<file path="src/rtl/lcd_text_pkg.sv">
// Shared definitions for the button-driven text writer.
// Holds the default screen geometry, the character range cycled through
// on each press, the writer FSM states and the button event types. Both
// the writer and its debounce front end import this package.
`timescale 1ns/1ps

package lcd_text_pkg;

  // Number of bits needed to index n items. Never returns less than 1, so
  // degenerate geometries still get a real signal.
  function automatic int unsigned bits_for(input int unsigned n);
    return (n <= 1) ? 1 : $clog2(n);
  endfunction

  // Default geometry: 800x480 pixels with 8x16 character cells.
  localparam int unsigned COLS   = 100;
  localparam int unsigned ROWS   = 30;
  localparam int unsigned CELLS  = COLS * ROWS;
  localparam int unsigned ADDR_W = bits_for(CELLS);

  // Character codes.
  localparam logic [7:0] CHAR_SPACE = 8'h20;
  localparam logic [7:0] FIRST_CHAR = 8'h20;
  localparam logic [7:0] LAST_CHAR  = 8'h7E;

  typedef enum logic [1:0] {
    ST_CLEAR,
    ST_IDLE,
    ST_WRITE,
    ST_ADVANCE
  } wr_state_t;

  typedef enum logic [1:0] {
    EVT_NONE,
    EVT_CHAR,
    EVT_NEWLINE
  } evt_t;

endpackage

</file>
<file path="src/rtl/button_debounce.sv">
// Button front end: synchroniser, debouncer and short/long press classifier.
// Ports:
//   i_clk          clock
//   i_rst          asynchronous active-high reset
//   i_button       raw, asynchronous, bouncing button
//   o_charEvt      one-cycle pulse when a short press is released
//   o_newlineEvt   one-cycle pulse when a press has been held long enough
`timescale 1ns/1ps

module button_debounce #(
  parameter int unsigned DB_CYCLES      = 330_000,
  parameter int unsigned LONG_CYCLES    = 16_500_000,
  parameter bit          BTN_ACTIVE_LOW = 1'b0
) (
  input  logic i_clk,
  input  logic i_rst,
  input  logic i_button,
  output logic o_charEvt,
  output logic o_newlineEvt
);
  import lcd_text_pkg::*;

  localparam int unsigned DB_MAX   = (DB_CYCLES   < 1) ? 1 : DB_CYCLES;
  localparam int unsigned LONG_MAX = (LONG_CYCLES < 1) ? 1 : LONG_CYCLES;
  localparam int unsigned DB_W     = bits_for(DB_MAX);
  localparam int unsigned HOLD_W   = bits_for(LONG_MAX + 1);

  logic              r_syncMeta;
  logic              r_syncOut;
  logic              r_stable;
  logic [DB_W-1:0]   r_dbCnt;
  logic [HOLD_W-1:0] r_holdCnt;
  logic              r_charEvt;
  logic              r_newlineEvt;
  logic              w_level;
  logic              w_flip;

  // Two-flop synchroniser. Resetting to the idle line level keeps the
  // debouncer from seeing a phantom press right after reset.
  always_ff @(posedge i_clk or posedge i_rst) begin
    if (i_rst) begin
      r_syncMeta <= BTN_ACTIVE_LOW;
      r_syncOut  <= BTN_ACTIVE_LOW;
    end else begin
      r_syncMeta <= i_button;
      r_syncOut  <= r_syncMeta;
    end
  end

  // Normalised level: 1 means pressed regardless of wiring.
  assign w_level = r_syncOut ^ BTN_ACTIVE_LOW;
  // The stable level flips on the DB_MAX-th consecutive disagreeing sample.
  assign w_flip  = (w_level != r_stable) && (r_dbCnt == DB_W'(DB_MAX - 1));

  always_ff @(posedge i_clk or posedge i_rst) begin
    if (i_rst) begin
      r_stable <= 1'b0;
      r_dbCnt  <= '0;
    end else if (w_level == r_stable) begin
      r_dbCnt <= '0;
    end else if (w_flip) begin
      r_stable <= w_level;
      r_dbCnt  <= '0;
    end else begin
      r_dbCnt <= r_dbCnt + 1'b1;
    end
  end

  // Hold counter saturates at LONG_MAX so a long press pulses newline exactly
  // once and its eventual release is recognised as "already handled".
  // A release only counts as a character if the newline threshold was not
  // reached, including on the very cycle of release.
  always_ff @(posedge i_clk or posedge i_rst) begin
    if (i_rst) begin
      r_holdCnt    <= '0;
      r_charEvt    <= 1'b0;
      r_newlineEvt <= 1'b0;
    end else begin
      r_charEvt    <= 1'b0;
      r_newlineEvt <= 1'b0;
      if (r_stable) begin
        if (r_holdCnt != HOLD_W'(LONG_MAX)) begin
          r_holdCnt <= r_holdCnt + 1'b1;
          if (r_holdCnt == HOLD_W'(LONG_MAX - 1)) begin
            r_newlineEvt <= 1'b1;
          end
        end
        if (w_flip && (r_holdCnt < HOLD_W'(LONG_MAX - 1))) begin
          r_charEvt <= 1'b1;
        end
      end else begin
        r_holdCnt <= '0;
      end
    end
  end

  assign o_charEvt    = r_charEvt;
  assign o_newlineEvt = r_newlineEvt;

endmodule

</file>
<file path="src/rtl/button_text_writer.sv">
// Turns button presses into writes to the character-cell text RAM.
// After reset every cell is cleared to a space; then each short press writes
// the next printable character at the cursor and advances it, and each long
// press moves the cursor to the start of the next row.
// Ports:
//   PixelClk      the only clock
//   Reset_Button  asynchronous active-high reset
//   User_Button   raw button input
//   Wr_Ready      text RAM accepts the write this cycle
//   Wr_En         write request, held until accepted
//   Wr_Addr       linear cell address (row*COLS+col)
//   Wr_Data       character code
//   Cursor_Col    current cursor column
//   Cursor_Row    current cursor row
//   Busy          high while the screen clear is running
`timescale 1ns/1ps

module button_text_writer #(
  parameter int unsigned CLK_HZ         = 33_000_000,
  parameter int unsigned DEBOUNCE_MS    = 10,
  parameter int unsigned LONG_PRESS_MS  = 500,
  parameter int unsigned COLS           = lcd_text_pkg::COLS,
  parameter int unsigned ROWS           = lcd_text_pkg::ROWS,
  parameter logic [7:0]  FIRST_CHAR     = lcd_text_pkg::FIRST_CHAR,
  parameter logic [7:0]  LAST_CHAR      = lcd_text_pkg::LAST_CHAR,
  parameter bit          BTN_ACTIVE_LOW = 1'b0,
  localparam int unsigned ADDR_W = lcd_text_pkg::bits_for(COLS * ROWS),
  localparam int unsigned COL_W  = lcd_text_pkg::bits_for(COLS),
  localparam int unsigned ROW_W  = lcd_text_pkg::bits_for(ROWS)
) (
  input  logic              PixelClk,
  input  logic              Reset_Button,
  input  logic              User_Button,
  input  logic              Wr_Ready,
  output logic              Wr_En,
  output logic [ADDR_W-1:0] Wr_Addr,
  output logic [7:0]        Wr_Data,
  output logic [COL_W-1:0]  Cursor_Col,
  output logic [ROW_W-1:0]  Cursor_Row,
  output logic              Busy
);
  import lcd_text_pkg::*;

  localparam int unsigned NUM_CELLS   = COLS * ROWS;
  localparam int unsigned DB_CYCLES   = CLK_HZ / 1000 * DEBOUNCE_MS;
  localparam int unsigned LONG_CYCLES = CLK_HZ / 1000 * LONG_PRESS_MS;

  wr_state_t         r_state,     w_stateNext;
  logic              r_wrEn,      w_wrEnNext;
  logic [ADDR_W-1:0] r_wrAddr,    w_wrAddrNext;
  logic [7:0]        r_wrData,    w_wrDataNext;
  logic              r_busy,      w_busyNext;
  logic [COL_W-1:0]  r_col,       w_colNext;
  logic [ROW_W-1:0]  r_row,       w_rowNext;
  logic [ADDR_W-1:0] r_rowBase,   w_rowBaseNext;
  logic [7:0]        r_nextChar,  w_nextCharNext;
  logic              r_pendValid, w_pendValidNext;
  evt_t              r_pendType,  w_pendTypeNext;

  logic              w_charEvt;
  logic              w_newlineEvt;
  evt_t              w_evt;
  evt_t              w_cur;
  logic              w_lastRow;
  logic [ROW_W-1:0]  w_rowInc;
  logic [ADDR_W-1:0] w_rowBaseInc;

  button_debounce #(
    .DB_CYCLES      (DB_CYCLES),
    .LONG_CYCLES    (LONG_CYCLES),
    .BTN_ACTIVE_LOW (BTN_ACTIVE_LOW)
  ) u_debounce (
    .i_clk        (PixelClk),
    .i_rst        (Reset_Button),
    .i_button     (User_Button),
    .o_charEvt    (w_charEvt),
    .o_newlineEvt (w_newlineEvt)
  );

  // All writer state lives in this one register bank.
  always_ff @(posedge PixelClk or posedge Reset_Button) begin
    if (Reset_Button) begin
      r_state     <= ST_CLEAR;
      r_wrEn      <= 1'b0;
      r_wrAddr    <= '0;
      r_wrData    <= CHAR_SPACE;
      r_busy      <= 1'b1;
      r_col       <= '0;
      r_row       <= '0;
      r_rowBase   <= '0;
      r_nextChar  <= FIRST_CHAR;
      r_pendValid <= 1'b0;
      r_pendType  <= EVT_NONE;
    end else begin
      r_state     <= w_stateNext;
      r_wrEn      <= w_wrEnNext;
      r_wrAddr    <= w_wrAddrNext;
      r_wrData    <= w_wrDataNext;
      r_busy      <= w_busyNext;
      r_col       <= w_colNext;
      r_row       <= w_rowNext;
      r_rowBase   <= w_rowBaseNext;
      r_nextChar  <= w_nextCharNext;
      r_pendValid <= w_pendValidNext;
      r_pendType  <= w_pendTypeNext;
    end
  end

  // Moving to the next row wraps to row 0. The row base address is kept
  // alongside the row so the cell address needs only an adder.
  assign w_lastRow    = (r_row == ROW_W'(ROWS - 1));
  assign w_rowInc     = w_lastRow ? '0 : r_row + 1'b1;
  assign w_rowBaseInc = w_lastRow ? '0 : r_rowBase + ADDR_W'(COLS);

  // Next-state logic. Events arriving while a write is in flight are parked
  // in a one-deep pending slot; anything beyond that is dropped. Events
  // during the clear sweep are ignored entirely.
  always_comb begin
    w_stateNext     = r_state;
    w_wrEnNext      = r_wrEn;
    w_wrAddrNext    = r_wrAddr;
    w_wrDataNext    = r_wrData;
    w_busyNext      = r_busy;
    w_colNext       = r_col;
    w_rowNext       = r_row;
    w_rowBaseNext   = r_rowBase;
    w_nextCharNext  = r_nextChar;
    w_pendValidNext = r_pendValid;
    w_pendTypeNext  = r_pendType;
    w_cur           = EVT_NONE;
    w_evt           = w_charEvt    ? EVT_CHAR    :
                      w_newlineEvt ? EVT_NEWLINE : EVT_NONE;

    case (r_state)
      ST_CLEAR: begin
        w_wrEnNext   = 1'b1;
        w_wrDataNext = CHAR_SPACE;
        if (r_wrEn && Wr_Ready) begin
          if (r_wrAddr == ADDR_W'(NUM_CELLS - 1)) begin
            w_wrEnNext  = 1'b0;
            w_busyNext  = 1'b0;
            w_stateNext = ST_IDLE;
          end else begin
            w_wrAddrNext = r_wrAddr + 1'b1;
          end
        end
      end

      ST_IDLE: begin
        if (r_pendValid) begin
          w_cur           = r_pendType;
          w_pendValidNext = (w_evt != EVT_NONE);
          w_pendTypeNext  = w_evt;
        end else begin
          w_cur = w_evt;
        end
        if (w_cur == EVT_CHAR) begin
          w_stateNext  = ST_WRITE;
          w_wrEnNext   = 1'b1;
          w_wrAddrNext = r_rowBase + ADDR_W'(r_col);
          w_wrDataNext = r_nextChar;
        end else if (w_cur == EVT_NEWLINE) begin
          w_colNext     = '0;
          w_rowNext     = w_rowInc;
          w_rowBaseNext = w_rowBaseInc;
        end
      end

      ST_WRITE: begin
        if (!r_pendValid && (w_evt != EVT_NONE)) begin
          w_pendValidNext = 1'b1;
          w_pendTypeNext  = w_evt;
        end
        if (Wr_Ready) begin
          w_wrEnNext  = 1'b0;
          w_stateNext = ST_ADVANCE;
        end
      end

      ST_ADVANCE: begin
        if (!r_pendValid && (w_evt != EVT_NONE)) begin
          w_pendValidNext = 1'b1;
          w_pendTypeNext  = w_evt;
        end
        if (r_col == COL_W'(COLS - 1)) begin
          w_colNext     = '0;
          w_rowNext     = w_rowInc;
          w_rowBaseNext = w_rowBaseInc;
        end else begin
          w_colNext = r_col + 1'b1;
        end
        w_nextCharNext = (r_nextChar == LAST_CHAR) ? FIRST_CHAR : r_nextChar + 8'd1;
        w_stateNext    = ST_IDLE;
      end

      default: begin
        w_stateNext = ST_CLEAR;
      end
    endcase
  end

  assign Wr_En      = r_wrEn;
  assign Wr_Addr    = r_wrAddr;
  assign Wr_Data    = r_wrData;
  assign Cursor_Col = r_col;
  assign Cursor_Row = r_row;
  assign Busy       = r_busy;

endmodule

</file>
<file path="config.mk">
export PLATFORM = sky130hd
export DESIGN_NAME = button_text_writer
export DESIGN_NICKNAME = d
export VERILOG_FILES = /design/src/rtl/lcd_text_pkg.sv /design/src/rtl/button_debounce.sv /design/src/rtl/button_text_writer.sv
export SDC_FILE = /design/constraint.sdc
export NUM_CORES = 1
export LEC_CHECK = 0
export ABC_AREA = 1
export CAP_MARGIN = 25
export CORE_MARGIN = 4
export CORE_UTILIZATION = 30
export CTS_BUF_LIST = sky130_fd_sc_hd__clkbuf_4 sky130_fd_sc_hd__clkbuf_8 sky130_fd_sc_hd__clkbuf_16
export DETAILED_ROUTE_END_ITERATION = 12
export GPL_TIMING_DRIVEN = 0
export SLEW_MARGIN = 20
export SYNTH_ARGS = -nofsm -noshare
export SYNTH_HDL_FRONTEND = slang
export SYNTH_HIERARCHICAL = 1
export SYNTH_SLANG_ARGS = --single-unit
</file>
<file path="constraint.sdc">
create_clock -name PixelClk -period 2.7 [get_ports PixelClk]
set_input_delay 0.27 -clock PixelClk [delete_from_list [all_inputs] [get_ports PixelClk]]
set_output_delay 0.27 -clock PixelClk [all_outputs]
set_load 0.03 [all_outputs]
</file>
# Word level (Yosys, flattened, before mapping)
# Cells that the tools add are included.
dict set report op_classes {
  order_cmp 1
  addsub 8
  mux 50
  n_reduce_logical 22
  bitwise_logic 1
  eq_ne 25
}
# operator n
set op_table {}
lappend op_table {{2-to-1 mux 12 bit} 7}
lappend op_table {{2-to-1 mux 24 bit} 2}
lappend op_table {{case mux 12 bit (2 select lines)} 2}
lappend op_table {{2-to-1 mux 19 bit} 2}
lappend op_table {{adder 24 x 1 -> 24 bit (second input constant)} 1}
lappend op_table {{equality test 24 bit (second input constant)} 1}
lappend op_table {{< comparator 24 bit (second input constant)} 1}
lappend op_table {{!= test 24 bit (second input constant)} 1}
lappend op_table {{2-to-1 mux 7 bit} 3}
lappend op_table {{2-to-1 mux 2 bit} 10}
lappend op_table {{2-to-1 mux 5 bit} 4}
lappend op_table {{!= test 2 bit (second input constant)} 10}
lappend op_table {{adder 19 x 1 -> 19 bit (second input constant)} 1}
lappend op_table {{equality test 19 bit (second input constant)} 1}
lappend op_table {{2-to-1 mux 8 bit} 2}
lappend op_table {{case mux 8 bit (2 select lines)} 1}
lappend op_table {{case mux 7 bit (2 select lines)} 1}
lappend op_table {{adder 12 x 1 -> 12 bit (second input constant)} 1}
lappend op_table {{adder 12 x 7 -> 12 bit} 1}
lappend op_table {{adder 12 x 7 -> 12 bit (second input constant)} 1}
lappend op_table {{equality test 12 bit (second input constant)} 1}
lappend op_table {{AND reduction 3 bit} 4}
lappend op_table {{AND reduction 4 bit} 3}
lappend op_table {{2-to-1 mux 1 bit} 11}
lappend op_table {{other kinds (24)} 35}
dict set report word_totals {
  reg_bits 107
  input_bits 4
}

# Logic depth before layout (Yosys ltp)
dict set report logic_depth {
  depth_word 8
  mapped_depth 11
  ltp_nobuf 11
}

# Hierarchy
# The synthesis kept the hierarchy.
# module instances cells_per_inst area_per_inst_um2 seq_area_each_um2
set by_module_without_submodules {}
lappend by_module_without_submodules {button_text_writer 1 530 3767.4 1430.1}
lappend by_module_without_submodules {button_debounce 1 393 2831.5 1201.2}

# Worst setup path before layout
# OpenSTA, ideal clock, no wires.
dict set report synth_path {
  path_type {reg2reg}
  start {register r_col[2] (netlist: Cursor_Col[2])}
  end {register r_wrAddr[10] (netlist: Wr_Addr[10])}
  path_buffers 0
  setup_ns 0.117
  arrival_ns 1.754
  stages_incl_launch_ff 11
  path_slack_ns 0.829
  path_cell_list {dfrtp_1 > ha_1 > fa_1 > nand2_1 > nand2_1 > nand3_1 > nand3_1 > nand3_1 > nand2_1 > nand2_1 > nand2_1}
}
dict set report synth_between {
  elab_chain_len 3
}
# item line
set synth_rtl {}
lappend synth_rtl {{start, declared} button_text_writer.sv:53} ;# logic [COL_W-1:0] r_col, w_colNext;
lappend synth_rtl {{start signal, assigned} button_text_writer.sv:100} ;# r_col <= w_colNext;
lappend synth_rtl {{adder 12 x 7 -> 12 bit} button_text_writer.sv:160} ;# w_wrAddrNext = r_rowBase + ADDR_W'(r_col);
lappend synth_rtl {{2-to-1 mux 12 bit} button_text_writer.sv:157} ;# if (w_cur == EVT_CHAR) begin
lappend synth_rtl {{case mux 12 bit (2 select lines)} button_text_writer.sv:134} ;# case (r_state)
lappend synth_rtl {{end signal, assigned} button_text_writer.sv:97} ;# r_wrAddr <= w_wrAddrNext;
lappend synth_rtl {{end, declared} button_text_writer.sv:50} ;# logic [ADDR_W-1:0] r_wrAddr, w_wrAddrNext;
# Every way passes these cells. The select of a mux whose other input is x is not followed.
# A chain may end at the register's enable or synchronous reset.

# Worst setup path in the final report
dict set report layout_path {
  start {register r_state[1]}
  end {register r_wrAddr[11] (netlist: Wr_Addr[11])}
}
dict set report layout_between {
  elab_chain_len 3
  elab_cells_between_ends 8
  cone_classes {4 x eq/ne; 1 x mux; 3 x reduce/logical}
}
# item line
set layout_rtl {}
lappend layout_rtl {{start, declared} button_text_writer.sv:48} ;# wr_state_t r_state, w_stateNext;
lappend layout_rtl {{start signal, assigned} button_text_writer.sv:95} ;# r_state <= w_stateNext;
lappend layout_rtl {{equality test 2 x 1 -> 1 bit or zero test 2 bit (tied branches)} button_text_writer.sv:134}
lappend layout_rtl {{!= test 2 bit (no source line) or nonzero test 2 bit (tied branches)} --}
lappend layout_rtl {{AND reduction 4 bit (no source line)} --}
# Several ways; a longest one is shown, not always the timed one.

==> impl_metrics.csv <==
group,metric,value,unit
outcome,status,"completed",
critical_path,cp.arrival,2.37,ns
global_route,grt_pass1_vias,5599,
sta,min_period_over_period,0.7660,
sta,max_freq,0.4835,GHz
global_route,grt_pass1_wl,26520,µm
floorplanning,die-width,156.3,µm
critical_path,end_kind,"flip-flop",
sta,setup_slack,0.6318,ns
sta,setup_violations,0,
power_and_ir_drop,powerDensity,449.4,mW/mm²
logic_synthesis,synth_edf_count,0,
sta,skew,0.008723,ns
drt,wire_per_inst,12.11,µm
sta,worstMarginPinSlew,0.5399,ns
critical_path,path_max_fanout,10,
sta,tns,0,ns
sta,holdWs,0.2159,ns
logic_synthesis,synth.distinct_cells,44,
layout,antenna_cells,0,
clocking,cts-buffers-inserted,9,
placed_design,post-place-ws,0.5956,ns
critical_path,critPathLaunchType,"flip-flop",
floorplanning,fp.dieArea,0.02443,mm²
drt,drt_iter0_drc,330,
layout,nNetsFinal,999,
logic_synthesis,yosys_warnings,6,
clocking,cts_repair_resize_count,0,
logic_synthesis,syn_area,0.006599,mm²
critical_path,critPathRequiredTime,3.00,ns
drt,finalWirelength,15180,µm
floorplanning,num_rows,53,
layout,area_growth,16.53,%
clocking,insertion_delay,0.36,ns
clocking,holdBufCountCts,0,
drt,vias,5800,
floorplanning,core_area,0.02135,mm²
clocking,cts.clk_slew.worst_paths,0.08,ns
logic_synthesis,yosys_most_used_dff,"dfrtp_1",
power_and_ir_drop,peakVddDrop,0.3026,mV
logic_synthesis,syn_area_per_cell,7.149,µm²
floorplanning,initial_core_util,0.3090,
sta,maxSlewHeadroom,0.6401,
critical_path,criticalPathCategory,"reg -> reg",
logic_synthesis,syn_nets,949,
logic_synthesis,synth.most_common_cell,"nand2_1",
drt,avgViaCountPerCell,4.629,
logic_synthesis,yosysTopAreaCellShare,0.3868,
placed_design,place_hpwl,11400,µm
hold_path,holdCritPathClass,"in -> async",
clocking,clock_path_buffers,2,
sta,layout_min_cycle_time,2.068,ns
logic_synthesis,syn_inst,923,
sta,slew_viol_final,0,
power_and_ir_drop,p_leak,3.420,nW
clocking,cts-root-buf,"clkbuf_16",
global_route,grt-ovfl-total,0,
power_and_ir_drop,finalPower,0.003456,W
floorplanning,ioPinCount,38,
clocking,cts_max_level,3,
logic_synthesis,synth_seq_cells,105,
global_route,grt_use_total,0.1313,
global_route,antenna_found_initial,0,
drt,drc_errors,0,
global_route,grt_max_degree,48,
logic_synthesis,synthTopCellsByCount,"nand2_1 (263), nor2_1 (125), inv_1 (111)",
floorplanning,dieHeight,156.3,µm
clocking,clkSinkCount,105,
logic_synthesis,yosysSeqAreaShare,0.3987,
logic_synthesis,synth_area_leader_cell,"dfrtp_1",
placed_design,gp_congestion,0.8581,
drt,antenna_left,0,
sta,rsz0062_at_grt,"false",
logic_synthesis,synthTopCellsByArea,"dfrtp_1 (39%), nand2_1 (15%), nor2_1 (7.1%)",
drt,first_pass_iters,5,
run,maxCapViolations,0,
clocking,cts_tree,"yes",
logic_synthesis,async_flop_share,1.000,
sta,hold_violations,0,
clocking,post_cts_buffers,0,
layout,drive_gt1_frac,0.09202,
placed_design,portBuffers,37,
## path summary, 6_finish.rpt
check	startpoint	to	slack, ns	depth (start not counted)
max	r_state[1]$_DFFE_PP0P_	Wr_Addr[11]$_DFFE_PP0P_	0.63	8
min	Reset_Button	Wr_Data[4]$_DFFE_PP0P_	0.22	2
max reg2reg	r_state[1]$_DFFE_PP0P_	Wr_Addr[11]$_DFFE_PP0P_	0.63	8
min reg2reg	u_debounce/r_syncMeta$_DFF_PP0_	u_debounce/r_syncOut$_DFF_PP0_	0.35	0
max in group asynchronous	Reset_Button	u_debounce/r_dbCnt[2]$_DFF_PP0_	1.90	3
min in group PixelClk	User_Button	u_debounce/r_syncMeta$_DFF_PP0_	0.35	1
## where the power goes
| group | switching (W) | total [W] | internal (W) |
|---|---|---|---|
| clock network | 0.000640 | 0.00146 | 0.000823 |
| logic | 0.000193 | 0.000316 | 0.000123 |
| registers | 0.0000672 | 0.00168 | 0.00161 |
## critical path, stage by stage (launching register included)
cell and delay [ns]:
dfrtp_1 0.45, inv_1 0.14, ha_1 0.30, buf_2 0.30, clkbuf_1 0.42, nand3_1 0.21, nand2_1 0.09, nand2_1 0.05
nand2_1 0.05
## final cells by class
class / instances / area, µm²
Buffer: 15 / 83.83
Clock buffer: 9 / 225.2
Clock inverter: 7 / 101.3
Fill cell: 2254 / 13660
Inverter: 120 / 452.9
Multi-Input combinational cell: 683 / 3433
Sequential cell: 105 / 2631
Tap cell: 275 / 344.1
Timing Repair Buffer: 39 / 417.9
## registers in the layout, summed over array words and instances (netlist names), 2 cells and up
register / flops
Cursor_Col: 7
Cursor_Row: 5
Wr_Addr: 12
Wr_Data: 8
r_nextChar: 8
r_pendType: 2
r_rowBase: 10
r_state: 2
u_debounce/r_dbCnt: 19
u_debounce/r_holdCnt: 24
## cells in the final DEF, fill, tap and decap left out, types with 4 or more instances in the layout
cell               n
a21oi_1           16
clkbuf_1           7
clkbuf_16          9
clkdlybuf4s50_1   37
dfrtp_1          102
ha_1              21
inv_1            109
inv_2             10
nand2_1          263
nand2_2           17
nand3_1           68
nand3_2            4
nand3b_1           5
nand4_1           21
nor2_1           125
nor2_2            11
nor3_1            13
o21ai_0           46
o21ai_1            5
o21bai_1           4
o22ai_1            8
or2_2              4
xnor2_1            7
xor2_1            19
## logic make-up after synthesis
| logic type | synth area share |
|---|---|
| flip-flops | 0.3987 |
| buffers and inverters | 0.08096 |
| AO/OA/AOI/OAI | 0.07603 |
| XOR/XNOR | 0.03451 |
| adder cells (fa/ha/maj) | 0.04285 |
| AND/OR/NAND/NOR | 0.3669 |
## per-stage QoR
stage | instances | utilization | instance area (µm²)
2_1_floorplan | 923 | - | 6599
3_3_place_gp | 1235 | 0.3425 | 7313
3_5_place_dp | 1237 | 0.3448 | 7363
4_1_cts | 1253 | 0.3601 | 7690
5_1_grt | 1253 | 0.3601 | 7690
6_report | 1253 | 0.3601 | 7690
## metal layers
layer / routed length (µm) / global-route usage / vias to the layer above
met1: 7117 / 0.1654 / 2660
met2: 7208 / 0.2228 / 90
li1: - / - / 3031
met5: 0 / 0 / -
met3: 572 / 0.02987 / 19
met4: 282 / 0.04380 / 0
Power figures use the tool's default switching activity.
